$ cat src/rtl/ram_stream_pkg.sv
// Shared types and helpers for the RAM stream reader.
//   state_e  : burst sequencer states
//   wrap_inc : address increment that wraps at an arbitrary depth
package ram_stream_pkg;

  typedef enum logic [1:0] {
    IDLE,
    ISSUE,
    DRAIN
  } state_e;

  // Next address modulo depth; depth need not be a power of two.
  function automatic int unsigned wrap_inc(input int unsigned addr, input int unsigned depth);
    return (addr + 32'd1 >= depth) ? 32'd0 : addr + 32'd1;
  endfunction

endpackage

$ cat src/rtl/fifo_2_entry.sv
// Two-entry synchronous FIFO with registered head outputs.
//   clk_i, reset_ni : clock, async active-low reset
//   push_i, data_i  : write strobe and entry (must not push when full without a pop)
//   pop_i           : consume the head (only while valid_o)
//   valid_o, data_o : head entry
//   count_o         : occupancy 0..2
module fifo_2_entry #(
  parameter int unsigned width_p = 9
) (
  input  logic               clk_i,
  input  logic               reset_ni,
  input  logic               push_i,
  input  logic [width_p-1:0] data_i,
  input  logic               pop_i,
  output logic               valid_o,
  output logic [width_p-1:0] data_o,
  output logic [1:0]         count_o
);

  logic [width_p-1:0] head_q;
  logic [width_p-1:0] tail_q;
  logic [1:0]         count_q;

  // Head always holds the oldest entry so the outputs come straight from flops.
  always_ff @(posedge clk_i or negedge reset_ni) begin
    if (!reset_ni) begin
      head_q  <= '0;
      tail_q  <= '0;
      count_q <= 2'd0;
    end else begin
      case ({push_i, pop_i})
        2'b10: begin
          if (count_q == 2'd0) head_q <= data_i;
          else                 tail_q <= data_i;
          count_q <= count_q + 2'd1;
        end
        2'b01: begin
          head_q  <= tail_q;
          count_q <= count_q - 2'd1;
        end
        2'b11: begin
          if (count_q == 2'd1) begin
            head_q <= data_i;
          end else begin
            head_q <= tail_q;
            tail_q <= data_i;
          end
        end
        default: ;
      endcase
    end
  end

  assign valid_o = (count_q != 2'd0);
  assign data_o  = head_q;
  assign count_o = count_q;

endmodule

$ cat src/rtl/ram_stream_reader.sv
// Burst reader for a 1-cycle-latency synchronous RAM, presenting words as a
// ready/valid stream with a last marker.
//   cmd_*   : burst command (start address, word count; 0 = empty burst)
//   rd_*    : RAM read port; rd_data_i is valid the cycle after a read edge
//   valid_o, data_o, last_o, ready_i : output stream
module ram_stream_reader
  import ram_stream_pkg::*;
#(
  parameter int unsigned width_p = 8,
  parameter int unsigned depth_p = 32
) (
  input  logic                         clk_i,
  input  logic                         reset_ni,
  input  logic                         cmd_valid_i,
  output logic                         cmd_ready_o,
  input  logic [$clog2(depth_p)-1:0]   cmd_addr_i,
  input  logic [$clog2(depth_p):0]     cmd_len_i,
  output logic                         rd_valid_o,
  output logic [$clog2(depth_p)-1:0]   rd_addr_o,
  input  logic [width_p-1:0]           rd_data_i,
  output logic                         valid_o,
  output logic [width_p-1:0]           data_o,
  output logic                         last_o,
  input  logic                         ready_i
);

  localparam int unsigned addr_w  = $clog2(depth_p);
  localparam int unsigned len_w   = addr_w + 1;
  localparam int unsigned entry_w = width_p + 1;

  state_e              state_q;
  logic [addr_w-1:0]   addr_q;
  logic [len_w-1:0]    remain_q;
  logic                inflight_q;
  logic                last_pend_q;
  logic                cmd_ready_q;

  logic [1:0]          count;
  logic                fifo_valid;
  logic [entry_w-1:0]  head;
  logic                pop;
  logic                issue;
  logic [1:0]          load;

  assign pop = fifo_valid & ready_i;

  // Issue only if the word still fits once everything already headed for the
  // FIFO has landed, crediting this cycle's pop; never while both slots are full.
  always_comb begin
    load  = 2'd0;
    issue = 1'b0;
    load  = count + 2'(inflight_q) - 2'(pop);
    issue = (state_q == ISSUE) && (count != 2'd2) && (load < 2'd2);
  end

  // Burst sequencer, address/remaining counters and read-latency tracking.
  always_ff @(posedge clk_i or negedge reset_ni) begin
    if (!reset_ni) begin
      state_q     <= IDLE;
      addr_q      <= '0;
      remain_q    <= '0;
      inflight_q  <= 1'b0;
      last_pend_q <= 1'b0;
      cmd_ready_q <= 1'b0;
    end else begin
      inflight_q <= issue;
      if (issue) last_pend_q <= (remain_q == len_w'(1));
      case (state_q)
        IDLE: begin
          cmd_ready_q <= 1'b1;
          if (cmd_valid_i && cmd_ready_q && (cmd_len_i != '0)) begin
            addr_q      <= cmd_addr_i;
            remain_q    <= cmd_len_i;
            state_q     <= ISSUE;
            cmd_ready_q <= 1'b0;
          end
        end
        ISSUE: begin
          if (issue) begin
            addr_q   <= addr_w'(wrap_inc(32'(addr_q), depth_p));
            remain_q <= remain_q - len_w'(1);
            if (remain_q == len_w'(1)) state_q <= DRAIN;
          end
        end
        DRAIN: begin
          // Leave as the final word transfers so cmd_ready rises right after it.
          if (!inflight_q && ((count == 2'd0) || ((count == 2'd1) && pop))) begin
            state_q     <= IDLE;
            cmd_ready_q <= 1'b1;
          end
        end
        default: state_q <= IDLE;
      endcase
    end
  end

  fifo_2_entry #(
    .width_p (entry_w)
  ) u_fifo (
    .clk_i    (clk_i),
    .reset_ni (reset_ni),
    .push_i   (inflight_q),
    .data_i   ({last_pend_q, rd_data_i}),
    .pop_i    (pop),
    .valid_o  (fifo_valid),
    .data_o   (head),
    .count_o  (count)
  );

  assign cmd_ready_o = cmd_ready_q;
  assign rd_valid_o  = issue;
  assign rd_addr_o   = addr_q;
  assign valid_o     = fifo_valid;
  assign data_o      = head[width_p-1:0];
  assign last_o      = head[width_p];

endmodule

$ cat config.mk
export PLATFORM = sky130hd
export DESIGN_NAME = ram_stream_reader
export DESIGN_NICKNAME = d
export VERILOG_FILES = /design/src/rtl/ram_stream_pkg.sv /design/src/rtl/fifo_2_entry.sv /design/src/rtl/ram_stream_reader.sv
export SDC_FILE = /design/constraint.sdc
export NUM_CORES = 1
export LEC_CHECK = 0
export CAP_MARGIN = 30
export CORE_ASPECT_RATIO = 0.9
export CORE_MARGIN = 2
export CORE_UTILIZATION = 43
export DETAILED_ROUTE_END_ITERATION = 7
export PLACE_DENSITY = 0.71
export SETUP_SLACK_MARGIN = 0.4
export SYNTH_ARGS = -nofsm -noshare
export SYNTH_HDL_FRONTEND = slang
export SYNTH_SLANG_ARGS = --single-unit
$ cat constraint.sdc
create_clock -name clk_i -period 2.3 [get_ports clk_i]
set_input_delay 0.46 -clock clk_i [delete_from_list [all_inputs] [get_ports clk_i]]
set_output_delay 0.46 -clock clk_i [all_outputs]
set_load 0.02 [all_outputs]
==> flow_summary.ini, run 1 <==
[timing]
fin_skew_ns = 0.00352
slew_headroom_pct = 66.1
post-route-min-period_ns = 2.25
slew_violations = 0
fin_crit_sh_pct = 97.6
finalHoldViolCount = 0
worst_pin_slew_ns = 0.507
setup_viol = 0
fmax_mhz = 445
hold_ws_ns = 0.476
rsz0062_at_grt = yes
setup_tns_ns = 0

[final_layout]
mostFrequentLayoutCell = dfrtp_1
drive_above_1_share_pct = 30.6
final_cell_mix = dfrtp_1 (35), clkdlybuf4s50_1 (33), buf_4 (29)
synthToLayoutAreaGrowth_pct = 47.8
n_fill_cell = 371
diodes = 0
final_cells = 330
nets = 298

[grt]
grt_pass1_wl_um = 7310
grt_max_degree = 37
grt_pass1_vias = 1568
grt.total_usage_pct = 19.3
gr-total-overflow = 0
antenna_found_initial = 0

[critical_path]
cp.required_ns = 1.84
cp_cell_sequence = inv_4 -> ha_4 -> nand4bb_1 -> o21ai_2 -> a32oi_4 -> xnor2_4 -> nor2_4 -> buf_6
critPathMaxFanout = 5
cp_slowest_cell = dfrtp_2
critPathBufInv = 2
r2r_slack_ns = 0.06
cp-start-kind = flip-flop
worstSetupEndpointType = output pin
cp_top_family = flip-flops
worstSetupPathType = flip-flop to output pin
worstPathArrival_ns = 1.79
slowest_delay_ns = 0.42

[routing]
wirelength_um = 4680
detail-route-antenna-nets = 0
wl_per_cell_um = 14.2
post_drt_via_cell_ratio = 5.28
firstDrtPassIters = 4
drc_errors = 0
vias = 1744
drtIter0Drc = 78

[placement]
routabilityCongestion = 0.865
numPortBuffers = 39
dp_hpwl_um = 3240
dp_cells = 311

[cts]
clkSlewWorstSetupHoldPaths_ns = 0.07
htreeDepth = 2
cts_tree = done
clock-root-buffer = clkbuf_8
clockBufferDepth = 2
clock_sinks = 36
clk_latency_ns = 0.29
cts_buffers = 5
cts-hold-fix-buffers = 0

[logic_synthesis]
ys_seq_elements = 36
synth_cell_types = 46
async_reset_ff_share_pct = 100
ys_seq_area_share_pct = 45.8
synth_top_flop_cell = dfrtp_1
synth_area_per_cell_um2 = 10.4
yosys_warnings = 0
synth_edf_count = 0
syn-instance-count = 189
synth_nets = 219
syn_area_um2 = 1970

[floorplan]
num_rows = 23
pin_count = 40
initial_core_util_pct = 44.4
die_area_um2 = 5130
die_w_um = 75.3
die_h_um = 68.1
coreArea_um2 = 4430

[flow_run]
maxCapViolCount = 0

[pwr]
ir_drop_mv = 1.16
power_density_nw_per_um2 = 1620
power.leakage_nw = 1.29

[hold_path]
hold_path_class = flip-flop to flip-flop

[run_status]
status = complete, no violations
[synthesized netlist by cell type (2+ instances only)]
master | number | area, um^2
mux2i_1 | 10 | 100
dfrtp_1 | 36 | 901
nor3_1 | 3 | 15.0
inv_1 | 8 | 30.0
a31oi_1 | 2 | 12.5
a21oi_1 | 7 | 35.0
o21ai_0 | 19 | 95.1
mux2_2 | 9 | 101
and3_1 | 2 | 12.5
nand3_1 | 8 | 40.0
nand2b_1 | 3 | 18.8
ha_1 | 7 | 87.6
nor2_1 | 14 | 52.6
nand2_1 | 21 | 78.8
xnor2_2 | 2 | 32.5
a32o_1 | 3 | 30.0
o22ai_1 | 2 | 12.5
clkbuf_1 | 3 | 11.3
or3_4 | 2 | 22.5
o21bai_1 | 2 | 15.0
[report_power, final]
part / total (W) / switching (W) / leakage, nW / internal, W
Combinational: 0.00304 / 0.00146 / 0.806 / 0.00159
Clock: 0.000495 / 0.000228 / 0.0503 / 0.000267
Sequential: 0.00117 / 0.000232 / 0.432 / 0.000940
[metrics by stage]
step	instance area (um^2)	setup slack (ns)	util, %	power, W
after floorplan	2010	0.282	-	0.00276
after global placement	2650	-0.511	59.7	0.00370
after detailed placement	2650	-0.541	59.7	0.00374
after CTS	2860	0.0650	64.4	0.00457
after global routing	2910	-0.0190	65.6	0.00502
final	2910	0.0549	65.6	0.00471
[registers in the layout, indices dropped and copies added, names as in the netlist]
register        count
cmd_ready_o         1
rd_addr_o           5
remain_q            6
u_fifo.data_o       9
last_pend_q         1
state_q             2
inflight_q          1
u_fifo.count_o      2
u_fifo.tail_q       9
[cells by family (layout without fill, tap and decap cells)]
logic type	after synthesis	count (layout)	synth area share [%]
AOI/OAI and AO/OA	48	48	17.3
xor gates and xnor gates	3	3	2.10
adders and majority gates	7	7	4.46
buffers and inverters	11	89	2.10
DFF	36	36	45.8
muxes	20	20	11.0
and+or+nand+nor	64	65	17.2
[final timing paths]
path	start	depth (start not counted)	end
max in group asynchronous	reset_ni	2	u_fifo.count_o[1]
worst min-delay path	u_fifo.data_o[3]	2	u_fifo.data_o[3]
worst max register to register	u_fifo.count_o[1]	11	remain_q[4]
worst min register to register	u_fifo.data_o[3]	2	u_fifo.data_o[3]
min in group asynchronous	reset_ni	2	u_fifo.tail_q[2]
worst max-delay path	u_fifo.count_o[1]	8	rd_valid_o
[worst reg2reg max path, stage by stage (launching register included)]
cell,delay (ns)
dfrtp_2,0.42
inv_4,0.08
ha_2,0.20
nand4bb_1,0.12
o21ai_2,0.10
a32oi_4,0.10
buf_4,0.17
buf_6,0.10
buf_6,0.11
xnor2_4,0.29
nand4_1,0.15
a32o_1,0.29
[layout make-up]
type | instances | area, um^2 | area share, %
Inverter | 8 | 32.5 | 1.12
Tap cell | 62 | 77.6 | 2.67
Multi-Input combinational cell | 143 | 1130 | 38.9
Timing Repair Buffer | 74 | 667 | 23.0
Clock buffer | 7 | 96.3 | 3.32
Sequential cell | 36 | 902 | 31.1
[routing by layer]
layer	track usage, %	part of all wire (%)	up-vias
li1	-	-	845
met1	25.6	45	838
met4	4.61	0.73	0
met3	6.04	4.9	4
met2	30.9	49	57
met5	0	0	-
[what timing repair did]
action,in CTS,in global routing
pin swaps,8,3
setup endpoints to repair,16,17
hold endpoints to repair,0,0
resized for setup,22,8
gates cloned,0,1
buffers inserted,8,3
Power figures use the tool's default switching activity.
==> run 2: changes to the inputs <==
--- a/config.mk
+++ b/config.mk
@@ -10,6 +10,7 @@
 export CORE_MARGIN = 2
 export CORE_UTILIZATION = 43
 export DETAILED_ROUTE_END_ITERATION = 7
+export MAX_ROUTING_LAYER = met4
 export PLACE_DENSITY = 0.71
 export SETUP_SLACK_MARGIN = 0.4
 export SYNTH_ARGS = -nofsm -noshare
==> run 2 against run 1 <==
  * Count of clock-buffer cells in the layout is the same
  * Via count grew 0.17%
  * Power grew 0.14%
  * Largest cell class unchanged
  * Largest power group unchanged
==> flow_summary.ini, run 2 (synthesized netlist as in run 1, its figures left out) <==
[pwr]
p_total_w = 0.00472
power_density_nw_per_um2 = 1620
ir_drop_mv = 1.17
power.leakage_nw = 1.29

[final_layout]
mostFrequentLayoutCell = dfrtp_1
drive_above_1_share_pct = 30.6
nets = 298
diodes = 0
synthToLayoutAreaGrowth_pct = 47.8
final_cells = 330
seqCellArea_um2 = 902
final_cell_mix = dfrtp_1 (35), clkdlybuf4s50_1 (33), buf_4 (29)
n_fill_cell = 371
multi_input_area_um2 = 1130

[cts]
cts_tree = done
cts-hold-fix-buffers = 0
htreeDepth = 2
clock_sinks = 36
cts_buffers = 5
clkSlewWorstSetupHoldPaths_ns = 0.07
clockBufferDepth = 2
clock-root-buffer = clkbuf_8
clk_latency_ns = 0.29

[critical_path]
worstSetupEndpoint = rd_valid_o
r2r_cells = 11
worstSetupPathType = flip-flop to output pin
r2r_slack_ns = 0.06
timing.rr.start = u_fifo.count_o[1]
crit_start = u_fifo.count_o[1]
worstSetupEndpointType = output pin
cp-start-kind = flip-flop
timing.rr.end = rd_addr_o[1]
critPathMaxFanout = 5
cp.required_ns = 1.84
worstPathArrival_ns = 1.79

[grt]
grt_pass1_wl_um = 7310
grt_pass1_vias = 1578
antenna_found_initial = 0
grt_max_degree = 37
gr-total-overflow = 0
grt.total_usage_pct = 19.9

[floorplan]
coreArea_um2 = 4430
die_area_um2 = 5130
die_w_um = 75.3
initial_core_util_pct = 44.4
num_rows = 23
pin_count = 40
die_h_um = 68.1

[timing]
setup_viol = 0
finalHoldViolCount = 0
slew_headroom_pct = 65.9
worst_pin_slew_ns = 0.510
post-route-min-period_ns = 2.25
rsz0062_at_grt = yes
fin_skew_ns = 0.00306
slew_violations = 0
fin_crit_sh_pct = 97.8
fmax_mhz = 444

[placement]
dp_hpwl_um = 3240
dp_cells = 311
routabilityCongestion = 0.879
numPortBuffers = 39

[flow_run]
maxCapViolCount = 0

[routing]
drc_errors = 0
wirelength_um = 4650
firstDrtPassIters = 4
detail-route-antenna-nets = 0
wl_per_cell_um = 14.1
drtIter0Drc = 66
vias = 1747
post_drt_via_cell_ratio = 5.29

[hold_path]
hold_path_class = flip-flop to flip-flop
hold_depth = 2

[run_status]
status = complete, no violations
==> run 2: cell counts in the layout (fill, tap and decap cells not counted) <==
No cell type changed its count.
==> run 2: where the power goes <==
group	internal (W)	switching (W)
Sequential	0.000940	0.000230
Combinational	0.00159	0.00146
Clock	0.000267	0.000229
Total	0.00279	0.00192
==> run 2: worst max-delay path, cell delays in order (launching register included) <==
cell and delay [ns]:
dfrtp_2 0.42, inv_4 0.08, ha_4 0.17, nand4bb_1 0.13
o21ai_2 0.08, a32oi_4 0.24, xnor2_4 0.11, nor2_4 0.13
buf_6 0.13
==> run 2: worst min-delay path by stage <==
stage                          start          endpoint  slack (ns)
floorplan                   reset_ni       cmd_ready_o        0.16
global placement    u_fifo.data_o[0]  u_fifo.data_o[0]        0.46
detailed placement  u_fifo.data_o[7]  u_fifo.data_o[7]        0.47
CTS                 u_fifo.data_o[7]  u_fifo.data_o[7]        0.48
global route        u_fifo.data_o[3]  u_fifo.data_o[3]        0.50
finish              u_fifo.data_o[3]  u_fifo.data_o[3]        0.48
==> run 2: area by class of cell <==
class | instances | share of cell area [%]
Multi-Input combinational cell | 143 | 38.9
Inverter | 8 | 1.12
Clock buffer | 7 | 3.32
Timing Repair Buffer | 74 | 23.0
Tap cell | 62 | 2.67
Sequential cell | 36 | 31.1
==> run 2: routing by layer <==
| layer | global-route usage [%] | routed length (um) | vias to the layer above |
|---|---|---|---|
| li1 | - | - | 846 |
| met1 | 25.9 | 2130 | 838 |
| met2 | 30.7 | 2260 | 55 |
| met3 | 4.57 | 214 | 8 |
| met4 | 6.58 | 49 | 0 |
| met5 | - | 0 | - |
==> run 2: through the flow <==
step                setup TNS, ns  hold WS (ns)  setup slack (ns)  utilization, %  instance area [um^2]
floorplan                       0         0.164             0.282               -                  2010
global placement            -1.74         0.461            -0.511            59.7                  2650
detailed placement          -2.25         0.469            -0.541            59.7                  2650
CTS                             0         0.485            0.0650            64.4                  2860
global route              -0.0269         0.498           -0.0165            65.6                  2910
finish                          0         0.476            0.0497            65.6                  2910
==> run 2: what timing repair did <==
action                                 in CTS  in global routing
cloned                                      0                  1
pin swaps                                   8                  3
resized for setup                          22                  8
endpoints found under the hold margin       0                  0
buffers inserted                            8                  3
setup endpoints to repair                  16                 17
==> run 3: changes to the inputs <==
--- a/config.mk
+++ b/config.mk
@@ -8,10 +8,10 @@
 export CAP_MARGIN = 30
 export CORE_ASPECT_RATIO = 0.9
 export CORE_MARGIN = 2
-export CORE_UTILIZATION = 43
+export CORE_UTILIZATION = 40
 export DETAILED_ROUTE_END_ITERATION = 7
 export MAX_ROUTING_LAYER = met4
-export PLACE_DENSITY = 0.71
+export PLACE_DENSITY = 0.67
 export SETUP_SLACK_MARGIN = 0.4
 export SYNTH_ARGS = -nofsm -noshare
 export SYNTH_HDL_FRONTEND = slang
==> run 3 against run 2 <==
  * Critical path depth is the same
  * Largest power group unchanged
  * Sequential power is essentially flat
  * Critical endpoint unchanged
  * Critical path type unchanged
  * Global-route usage shrank 1.8 points
  * Sequential share of layout area grew 0.12 points
==> flow_summary.ini, run 3 (synthesized netlist as in run 1, its figures left out) <==
[placement]
dp_cells = 317
routabilityCongestion = 0.826
numPortBuffers = 39
dp_hpwl_um = 3210
place_area_um2 = 2670

[floorplan]
die_w_um = 77.9
coreArea_um2 = 4770
pin_count = 40
initial_core_util_pct = 41.2
die_area_um2 = 5490
num_rows = 24
die_h_um = 70.5

[cts]
clkSlewWorstSetupHoldPaths_ns = 0.07
clockBufferDepth = 2
cts_tree = done
clock-root-buffer = clkbuf_8
clock_sinks = 36
cts_buffers = 5
cts-hold-fix-buffers = 0
clk_latency_ns = 0.29
htreeDepth = 2

[pwr]
power.leakage_nw = 1.27
p_sw_share_pct = 41.1
p_total_w = 0.00460
ir_drop_mv = 0.856
power.switching_w = 0.00189
p_int_w = 0.00271
pwr-share-comb_pct = 64.1
clkPwrFrac_pct = 10.3
power.share.sequential_pct = 25.5
power_density_nw_per_um2 = 1590

[final_layout]
mostFrequentLayoutCell = dfrtp_1
seqCellArea_um2 = 902
n_fill_cell = 415
final_cell_area_um2 = 2890
final_cell_mix = dfrtp_1 (35), clkdlybuf4s50_1 (32), buf_4 (30)
final_cells = 332
drive_above_1_share_pct = 29.6
multi_input_area_um2 = 1130
diodes = 0
synthToLayoutAreaGrowth_pct = 47.2
nets = 296

[critical_path]
cp-start-kind = flip-flop
worstPathArrival_ns = 1.75
critPathMaxFanout = 5
worstSetupPathType = flip-flop to output pin
worstSetupEndpointType = output pin
cp.required_ns = 1.84
crit_start = u_fifo.count_o[1]
timing.rr.start = u_fifo.count_o[0]

[routing]
wirelength_um = 4610
drtIter0Drc = 62
wl_per_cell_um = 13.9
detail-route-antenna-nets = 0
post_drt_via_cell_ratio = 5.09
vias = 1691
firstDrtPassIters = 4
drc_errors = 0

[timing]
finalHoldViolCount = 0
fin_skew_ns = 0.00520
fin_crit_sh_pct = 96.2
rsz0062_at_grt = yes
fmax_mhz = 452
setup_viol = 0
post-route-min-period_ns = 2.21
hold_ws_ns = 0.483
slew_violations = 0
slew_headroom_pct = 67.0
worst_pin_slew_ns = 0.493

[flow_run]
maxCapViolCount = 0

[run_status]
status = complete, no violations

[grt]
grt_pass1_wl_um = 7740
antenna_found_initial = 0
grt_max_degree = 37
grt_pass1_vias = 1713
grt.total_usage_pct = 18.0
gr-total-overflow = 0

[hold_path]
hp-start = u_fifo.data_o[4]
hold_path_class = flip-flop to flip-flop
run 3: worst paths after layout:
check                               endpoint  slack, ns  cells after the start
setup reg to reg                 remain_q[4]       0.13                     10
hold / removal              u_fifo.data_o[4]       0.48                      2
min in group asynchronous   u_fifo.data_o[3]       0.61                      2
hold reg to reg             u_fifo.data_o[4]       0.48                      2
max in group asynchronous  u_fifo.count_o[1]       1.34                      2
setup / recovery                  rd_valid_o       0.09                      8
run 3: area by class of cell:
cell class                      count  area share, %
Clock buffer                        7           2.98
Clock inverter                      1          0.259
Inverter                            8           1.12
Multi-Input combinational cell    142           39.0
Sequential cell                    36           31.2
Tap cell                           65           2.81
Timing Repair Buffer               73           22.7
run 3: layer usage:
layer,wire length [um],share of wire [%],up-vias,track usage (%)
met3,214,4.6,7,3.75
met2,2170,47,47,28.0
li1,-,-,842,-
met5,0,0,-,-
met4,57,1.2,0,5.65
met1,2170,47,795,23.8
run 3: metrics by stage:
| stage | TNS (ns) | setup WS, ns | util (%) |
|---|---|---|---|
| after floorplan | 0 | 0.282 | - |
| after global placement | -2.00 | -0.519 | 56.0 |
| after detailed placement | -2.24 | -0.535 | 56.0 |
| after CTS | 0 | 0.0800 | 59.5 |
| after global routing | -0.0111 | -0.0111 | 60.6 |
| final | 0 | 0.0868 | 60.6 |
run 3: repair_timing:
item,in CTS,in global routing
gates cloned,0,0
setup buffers,4,3
setup endpoints to repair,16,16
pin swaps,7,2
resized for setup,20,7
run 3: critical path: stages, from the launching register on:
cell and delay (ns):
dfrtp_2 0.42, inv_4 0.08, ha_4 0.17, nand4bb_1 0.14, o21ai_2 0.08, a32oi_4 0.23, xnor2_4 0.16, nor2_4 0.05
buf_6 0.13
run 3: power groups by stage:
stage | clock (W) | sequential (W) | combinational (W)
CTS | 0.000489 | 0.00117 | 0.00279
global placement | 0 | 0.00117 | 0.00259
finish | 0.000475 | 0.00117 | 0.00295
floorplan | 0 | 0.00130 | 0.00146
global route | 0.000517 | 0.00122 | 0.00320
detailed placement | 0 | 0.00118 | 0.00261
